[config.mk]
export PLATFORM = sky130hd
export DESIGN_NAME = horizontal_rocket_scheduler
export DESIGN_NICKNAME = d
export VERILOG_FILES = /design/src/rtl/horizontal_rocket_scheduler.sv
export SDC_FILE = /design/constraint.sdc
export NUM_CORES = 1
export LEC_CHECK = 0
export CAP_MARGIN = 0
export CORE_MARGIN = 10
export CORE_UTILIZATION = 38
export DETAILED_ROUTE_END_ITERATION = 8
export HOLD_SLACK_MARGIN = 0.06
export SYNTH_ARGS = -nofsm -noshare
export SYNTH_HDL_FRONTEND = slang
export SYNTH_SLANG_ARGS = --single-unit
[constraint.sdc]
create_clock -name clk -period 2.3 [get_ports clk]
set_input_delay 0.345 -clock clk [delete_from_list [all_inputs] [get_ports clk]]
set_output_delay 0.345 -clock clk [all_outputs]
set_load 0.01 [all_outputs]
[src/rtl/horizontal_rocket_scheduler.sv]
`default_nettype none
// ============================================================================
// Module      : horizontal_rocket_scheduler
// Description : Decides when and where the next horizontal rocket is launched.
//               It counts video frames, waits a pseudo-random gap, latches a
//               random launch slot and emits a one-cycle shootPulse to the
//               horizontal rocket controller. It re-arms only once the
//               controller's rocket is gone, or once the launch is seen as
//               dropped.
// Ports       : clk               - system clock
//               resetN            - asynchronous active-low reset
//               startOfFrame      - one-cycle pulse per video frame
//               isGameMode        - launches happen only while high
//               isAciveHorizontal - rocket-active flag from the controller
//               shootPulse        - one-cycle launch request
//               randLoc           - launch slot 0..3 (bit 2 always 0)
//               warningActive     - pre-launch warning flag
//               shotsFired        - count of emitted pulses (wraps)
// Options     : HROCKET_WARNING_EN - adds the WARN state, which keeps
//               warningActive high for WARN_FRAMES frames before each launch.
// Revision    : 1.0 - initial release
// ============================================================================
module horizontal_rocket_scheduler #(
    parameter int          MIN_GAP_FRAMES = 60,
    parameter int          RAND_GAP_BITS  = 6,
    parameter int          WARN_FRAMES    = 32,
    parameter logic [15:0] LFSR_SEED      = 16'hACE1
) (
    input  logic       clk,
    input  logic       resetN,
    input  logic       startOfFrame,
    input  logic       isGameMode,
    input  logic       isAciveHorizontal,
    output logic       shootPulse,
    output logic [2:0] randLoc,
    output logic       warningActive,
    output logic [7:0] shotsFired
);

    typedef enum logic [2:0] {
        IDLE       = 3'd0,
        COUNT      = 3'd1,
        WARN       = 3'd2,
        FIRE       = 3'd3,
        WAIT_ACK   = 3'd4,
        WAIT_CLEAR = 3'd5
    } state_t;

    localparam logic [7:0] c_MIN_GAP   = 8'(MIN_GAP_FRAMES);
    localparam logic [7:0] c_RAND_MASK = 8'((1 << RAND_GAP_BITS) - 1);

    state_t      state_q;
    logic [15:0] lfsr_q;
    logic [15:0] lfsr_d;
    logic [7:0]  gapCnt_q;
    logic [1:0]  waitCnt_q;
    logic [2:0]  randLoc_q;
    logic [7:0]  shotsFired_q;
    logic [7:0]  w_gap_load;
`ifdef HROCKET_WARNING_EN
    logic [7:0]  warnCnt_q;
`endif

    // Fibonacci LFSR, x^16+x^14+x^13+x^11+1; a non-zero seed keeps it
    // away from the all-zero lock-up state.
    assign lfsr_d = {lfsr_q[14:0], lfsr_q[15] ^ lfsr_q[13] ^ lfsr_q[12] ^ lfsr_q[10]};

    // Gap reload value: minimum gap plus a random extra taken from the LFSR.
    assign w_gap_load = c_MIN_GAP + (lfsr_q[7:0] & c_RAND_MASK);

    always_ff @(posedge clk or negedge resetN) begin
        if (!resetN) begin
            state_q      <= IDLE;
            lfsr_q       <= LFSR_SEED;
            gapCnt_q     <= 8'd0;
            waitCnt_q    <= 2'd0;
            randLoc_q    <= 3'd0;
            shotsFired_q <= 8'd0;
`ifdef HROCKET_WARNING_EN
            warnCnt_q    <= 8'd0;
`endif
        end else begin
            lfsr_q <= lfsr_d;
            // Leaving game mode overrides every transition; randLoc and
            // shotsFired keep their values.
            if (!isGameMode) begin
                state_q <= IDLE;
            end else begin
                case (state_q)
                    IDLE: begin
                        gapCnt_q <= w_gap_load;
                        state_q  <= COUNT;
                    end
                    COUNT: begin
                        if (startOfFrame && (gapCnt_q != 8'd0)) begin
                            gapCnt_q <= gapCnt_q - 8'd1;
                            if (gapCnt_q == 8'd1) begin
                                randLoc_q <= {1'b0, lfsr_q[1:0]};
`ifdef HROCKET_WARNING_EN
                                warnCnt_q <= 8'(WARN_FRAMES);
                                state_q   <= WARN;
`else
                                state_q   <= FIRE;
`endif
                            end
                        end
                    end
                    WARN: begin
`ifdef HROCKET_WARNING_EN
                        if (startOfFrame && (warnCnt_q != 8'd0)) begin
                            warnCnt_q <= warnCnt_q - 8'd1;
                            if (warnCnt_q == 8'd1) begin
                                state_q <= FIRE;
                            end
                        end
`else
                        state_q <= IDLE;
`endif
                    end
                    FIRE: begin
                        // isGameMode is known high here, so the pulse is out.
                        shotsFired_q <= shotsFired_q + 8'd1;
                        waitCnt_q    <= 2'd0;
                        state_q      <= WAIT_ACK;
                    end
                    WAIT_ACK: begin
                        if (isAciveHorizontal) begin
                            state_q <= WAIT_CLEAR;
                        end else begin
                            waitCnt_q <= waitCnt_q + 2'd1;
                            // Third cycle without an acknowledge: the
                            // controller ignored the launch, so re-arm.
                            if (waitCnt_q == 2'd2) begin
                                gapCnt_q <= w_gap_load;
                                state_q  <= COUNT;
                            end
                        end
                    end
                    WAIT_CLEAR: begin
                        if (!isAciveHorizontal) begin
                            gapCnt_q <= w_gap_load;
                            state_q  <= COUNT;
                        end
                    end
                    default: state_q <= IDLE;
                endcase
            end
        end
    end

    // Pulse and warning are gated by isGameMode so that both drop in the
    // very cycle game mode is left.
    assign shootPulse = (state_q == FIRE) && isGameMode;
`ifdef HROCKET_WARNING_EN
    assign warningActive = (state_q == WARN) && isGameMode;
`else
    assign warningActive = 1'b0;
`endif
    assign randLoc    = randLoc_q;
    assign shotsFired = shotsFired_q;

endmodule
`default_nettype wire

### Word-level counts from Yosys, hierarchy flattened

Cells that the tools add are included.

| cells by class | value |
|---|---|
| add/subtract/negate cells | 4 |
| eq/ne operators | 14 |
| mux-type cells | 14 |
| bitwise gates (word level) | 3 |
| reductions and logical operators | 11 |

Operators by type and width:

| cell | number |
|---|---|
| $mux 8 | 4 |
| $pmux 8 s4 | 1 |
| $mux 3 | 6 |
| $pmux 3 s5 | 1 |
| $ne 3x3->1 const B | 3 |
| $add 8x1->8 const B | 1 |
| $eq 8x1->1 const B | 1 |
| $ne 2x2->1 const B | 4 |
| $reduce_and 4->1 | 2 |
| $reduce_bool 8->1 | 1 |
| $sub 8x1->8 const B | 1 |
| $add 6x6->7 const A | 1 |
| $eq 3x3->1 const B | 2 |
| $reduce_and 6->1 | 1 |
| $ne 4x4->1 const B | 1 |
| $pmux 2 s2 | 1 |
| $reduce_bool 4->1 | 1 |
| $eq 3x1->1 const B | 1 |
| $eq 3x2->1 const B | 1 |
| $logic_not 3->1 | 1 |
| $reduce_and 3->1 | 1 |
| $xor 1x1->1 | 3 |
| $add 2x1->2 const B | 1 |
| $eq 2x2->1 const B | 1 |
| other kinds (4) | 5 |

| storage, ports and cells | value |
|---|---|
| bits in registers | 39 |
| input bits | 5 |
| output and inout bits | 13 |
| word-level logic and storage cells | 52 |

### Logic depth before layout (Yosys ltp)

| depth | value |
|---|---|
| depth in word-level cells | 5 |
| depth in mapped cells | 7 |
| gate-level depth less buffers | 6 |

### Least setup slack after synthesis

Ideal clock, no wire load.

| path | value |
|---|---|
| path type | register to register |
| start | reg gapCnt_q[0] |
| end | reg gapCnt_q[0] |
| library setup time | 0.126 ns |
| data arrival time | 1.651 ns |
| required time | 2.174 ns |
| path slack | 0.523 ns |
| stages on the path, launching flop included | 7 |
| path buffers | 0 |
| period minus slack after synthesis | 1.777 ns |
| path through | dfrtp_1 > inv_1 > ha_1 > or4b_4 > o21ai_2 > nor4_1 > a221o_1 |

| on the way | value |
|---|---|
| cells in the longest elaborated chain, start to end | 4 |
| elaborated cells between the ends (all ways) | 7 |
| classes of those cells | 1 x add/sub; 1 x eq/ne; 2 x mux; 3 x reduce/logical |

Ends and longest elaborated chain:

| element | RTL line | text |
|---|---|---|
| from (decl) | 55 | `logic [7:0] gapCnt_q;` |
| from (signal assigned) | 91 | `gapCnt_q <= w_gap_load;` |
| from (signal assigned) | 96 | `gapCnt_q <= gapCnt_q - 8'd1;` |
| from (signal assigned) | 134 | `gapCnt_q <= w_gap_load;` |
| branches (longest 4 deep; another with $sub 8x1->8) | -- |  |

Parallel ways; which one is timed is not known. The select of a mux whose other input is x is not followed.
A chain may end at the register's enable or synchronous reset.

### Worst setup path after layout

| path | value |
|---|---|
| start | in isGameMode |
| end | out shootPulse |

| on the way | value |
|---|---|
| cells in the longest elaborated chain, start to end | 1 |

Ends and longest elaborated chain:

| element | RTL line | text |
|---|---|---|
| from (decl) | 32 | `input logic isGameMode,` |
| $logic_and 1x1->1 | 153 | `assign shootPulse = (state_q == FIRE) && isGameMode;` |
| to (decl) | 34 | `output logic shootPulse,` |

No other way between the ends.

==> out/results.ini <==
[outcome]
status = finished clean

[layout]
final_core_util = 0.460
finalNonFillerCells = 232
drive_gt1_frac = 0.169
diodes = 0
fin_nets = 188
syn_to_final_growth_pct = 17.8

[logic_synthesis]
synth_area_leader_cell = dfrtp_1
synth-async-reset-ratio = 1.00
ys.flop_type = dfrtp_1
synth_warnings = 0
ys_ff_latch = 39
synth-edff-count = 0
synth_seq_area_share = 0.538
synth.top_cell.area_share = 0.423
syn_avg_cell_area_um2 = 11.7
syn-instance-count = 156
synth_top_cells_by_area = dfrtp_1, dfstp_2, xnor2_1
yosysUniqueCellTypes = 53
ys_top_cells_by_count = dfrtp_1, nand2_1, nor2_1, xnor2_1, dfstp_2
synth_area_um2 = 1830
synth.most_common_cell = dfrtp_1

[drt]
routed_via_density = 5.28
avgRoutedWirePerCell_um = 14.8
drc = 0
vias = 1226
initialDrtViolationCount = 55
drtPass1Iterations = 4
finalWirelength_um = 3430
ant_nets = 0

[worst_setup_path]
crit_fanout = 4
crit_arrival_ns = 1.65
crit_path_end_kind = output port
cp-start-kind = input pin
crit_type = input pin to output port
cp.required_ns = 1.96
rrSetupSlack_ns = 0.36

[timing]
fin_crit_ns = 2.00
finalSetupTns_ns = 0
drv_slew = 0
worst_slack_ns = 0.303
maxSlewHeadroom = 0.434
finClkSkew_ns = 0.00528
max_slew.worst_pin.slew_ns = 0.849
hold_viol = 0
fmax_mhz = 501
finalSetupViolCount = 0
grt_setup_unrepaired = false
min_period_over_period = 0.868

[power]
p_leak_nw = 0.942
power_density_nw_per_um2 = 658
ir_drop_v = 0.000316
p_int_w = 0.00110
power.share.clock = 0.406
p_sw_frac = 0.224
seqPwrFrac = 0.510
finalPower_w = 0.00142
comb_power_share = 0.085
p_sw_w = 0.000318

[clock_tree]
clk_pin_slew_ns = 0.08
cts_tree = done
clock_path_buffers = 2
cts_setup_buffers = 0
hold_buffers = 0
cts-buffers-inserted = 5
clkSinkCount = 39
cts_resized = 0
h-tree-depth = 2
clk_latency_ns = 0.29
clockRootBuffer = clkbuf_8

[floorplan]
coreArea_um2 = 4690
fp.dieW_um = 89.4
rows = 25
dieHeight_um = 89.4
start_util = 0.390
io_pins = 18
fp.dieArea_um2 = 8000

[grt]
antenna_found_initial = 0
gr-total-overflow = 0
grt_max_degree = 40
grt_pass1_vias = 1250
grt_usage = 0.0957
grt_pass1_wl_um = 5950

[place]
place_ws_ns = 0.231
place_inst = 224
numPortBuffers = 15
hpwl_um = 2530
gp_congestion = 0.880

[worst_hold_path]
hold_class = input pin to asynchronous set/reset pin

[job]
cap_violations = 0

-- metal layers --
| metal | share of wire | wire length, µm | global-route usage | vias up |
|---|---|---|---|---|
| met2 | 0.45 | 1560 | 0.150 | 31 |
| met5 | 0 | 0 | 0 | - |
| met1 | 0.47 | 1620 | 0.116 | 591 |
| met3 | 0.051 | 175 | 0.0264 | 10 |
| met4 | 0.022 | 76 | 0.0520 | 0 |
| li1 | - | - | - | 594 |
-- per-stage QoR --
stage / area, µm² / hold WS [ns]
after floorplan: 1840 / 0.0494
after global placement: 2040 / 0.336
after detailed placement: 2040 / 0.346
after CTS: 2160 / 0.180
after global routing: 2160 / 0.220
final: 2160 / 0.150
-- logic make-up after synthesis --
kind of cell | synth area share
adder cells (fa/ha/maj) | 0.0410
AO/OA/AOI/OAI | 0.122
AND/OR/NAND/NOR | 0.177
other | 0.00205
XOR/XNOR | 0.0574
buffers and inverters | 0.0314
multiplexers | 0.0307
flip-flops | 0.538
-- flip-flops by register name, indices dropped and copies added (netlist names) --
| register | flops |
|---|---|
| randLoc | 2 |
| waitCnt_q | 2 |
| shotsFired | 8 |
| gapCnt_q | 8 |
| lfsr_q | 16 |
| state_q | 3 |
-- worst max-delay path: stages --
cell,delay [ns]
clkdlybuf4s50_1,0.52
and4b_1,0.24
clkdlybuf4s50_1,0.55
-- area by class of cell --
class / instances / area, µm²
multi-input combinational: 107 / 792
inverter: 5 / 18.8
tap: 54 / 67.6
clock inverter: 2 / 35.0
timing repair buffer: 19 / 175
fill: 432 / 2530
clock buffer: 6 / 82.6
sequential: 39 / 986
-- power by group through the flow --
stage          clock network, W  logic (W)  registers, W
3_3_place_gp                  0   0.000118      0.000734
6_report               0.000576   0.000120      0.000724
2_1_floorplan                 0  0.0000858      0.000730
3_5_place_dp                  0   0.000121      0.000735
4_1_cts                0.000604   0.000121      0.000722
5_1_grt                0.000631   0.000137      0.000727
-- path summary, 6_finish.rpt --
kind | to | startpoint | cells past startpoint
worst max-delay path | shootPulse | isGameMode | 3
worst min-delay path | gapCnt_q[3] | resetN | 1
worst max register to register | gapCnt_q[1] | gapCnt_q[0] | 6
worst min register to register | lfsr_q[9] | lfsr_q[8] | 0
max in group asynchronous | shotsFired[5] | resetN | 1
min in group clk | lfsr_q[9] | lfsr_q[8] | 0
-- cells in the final DEF, fill, tap and decap left out, types with 3 or more instances in the layout --
master	count
nand3_1	4
xor2_1	3
clkbuf_8	6
clkdlybuf4s50_1	14
dfrtp_1	31
xnor2_1	9
mux2_1	4
nor4_1	3
nor3_1	3
o21ai_1	3
nand2_1	10
inv_1	5
a21oi_1	6
ha_1	6
dfstp_2	8
nor2_1	9
buf_4	4
a21o_1	4
(Power assumes the default switching activity.)
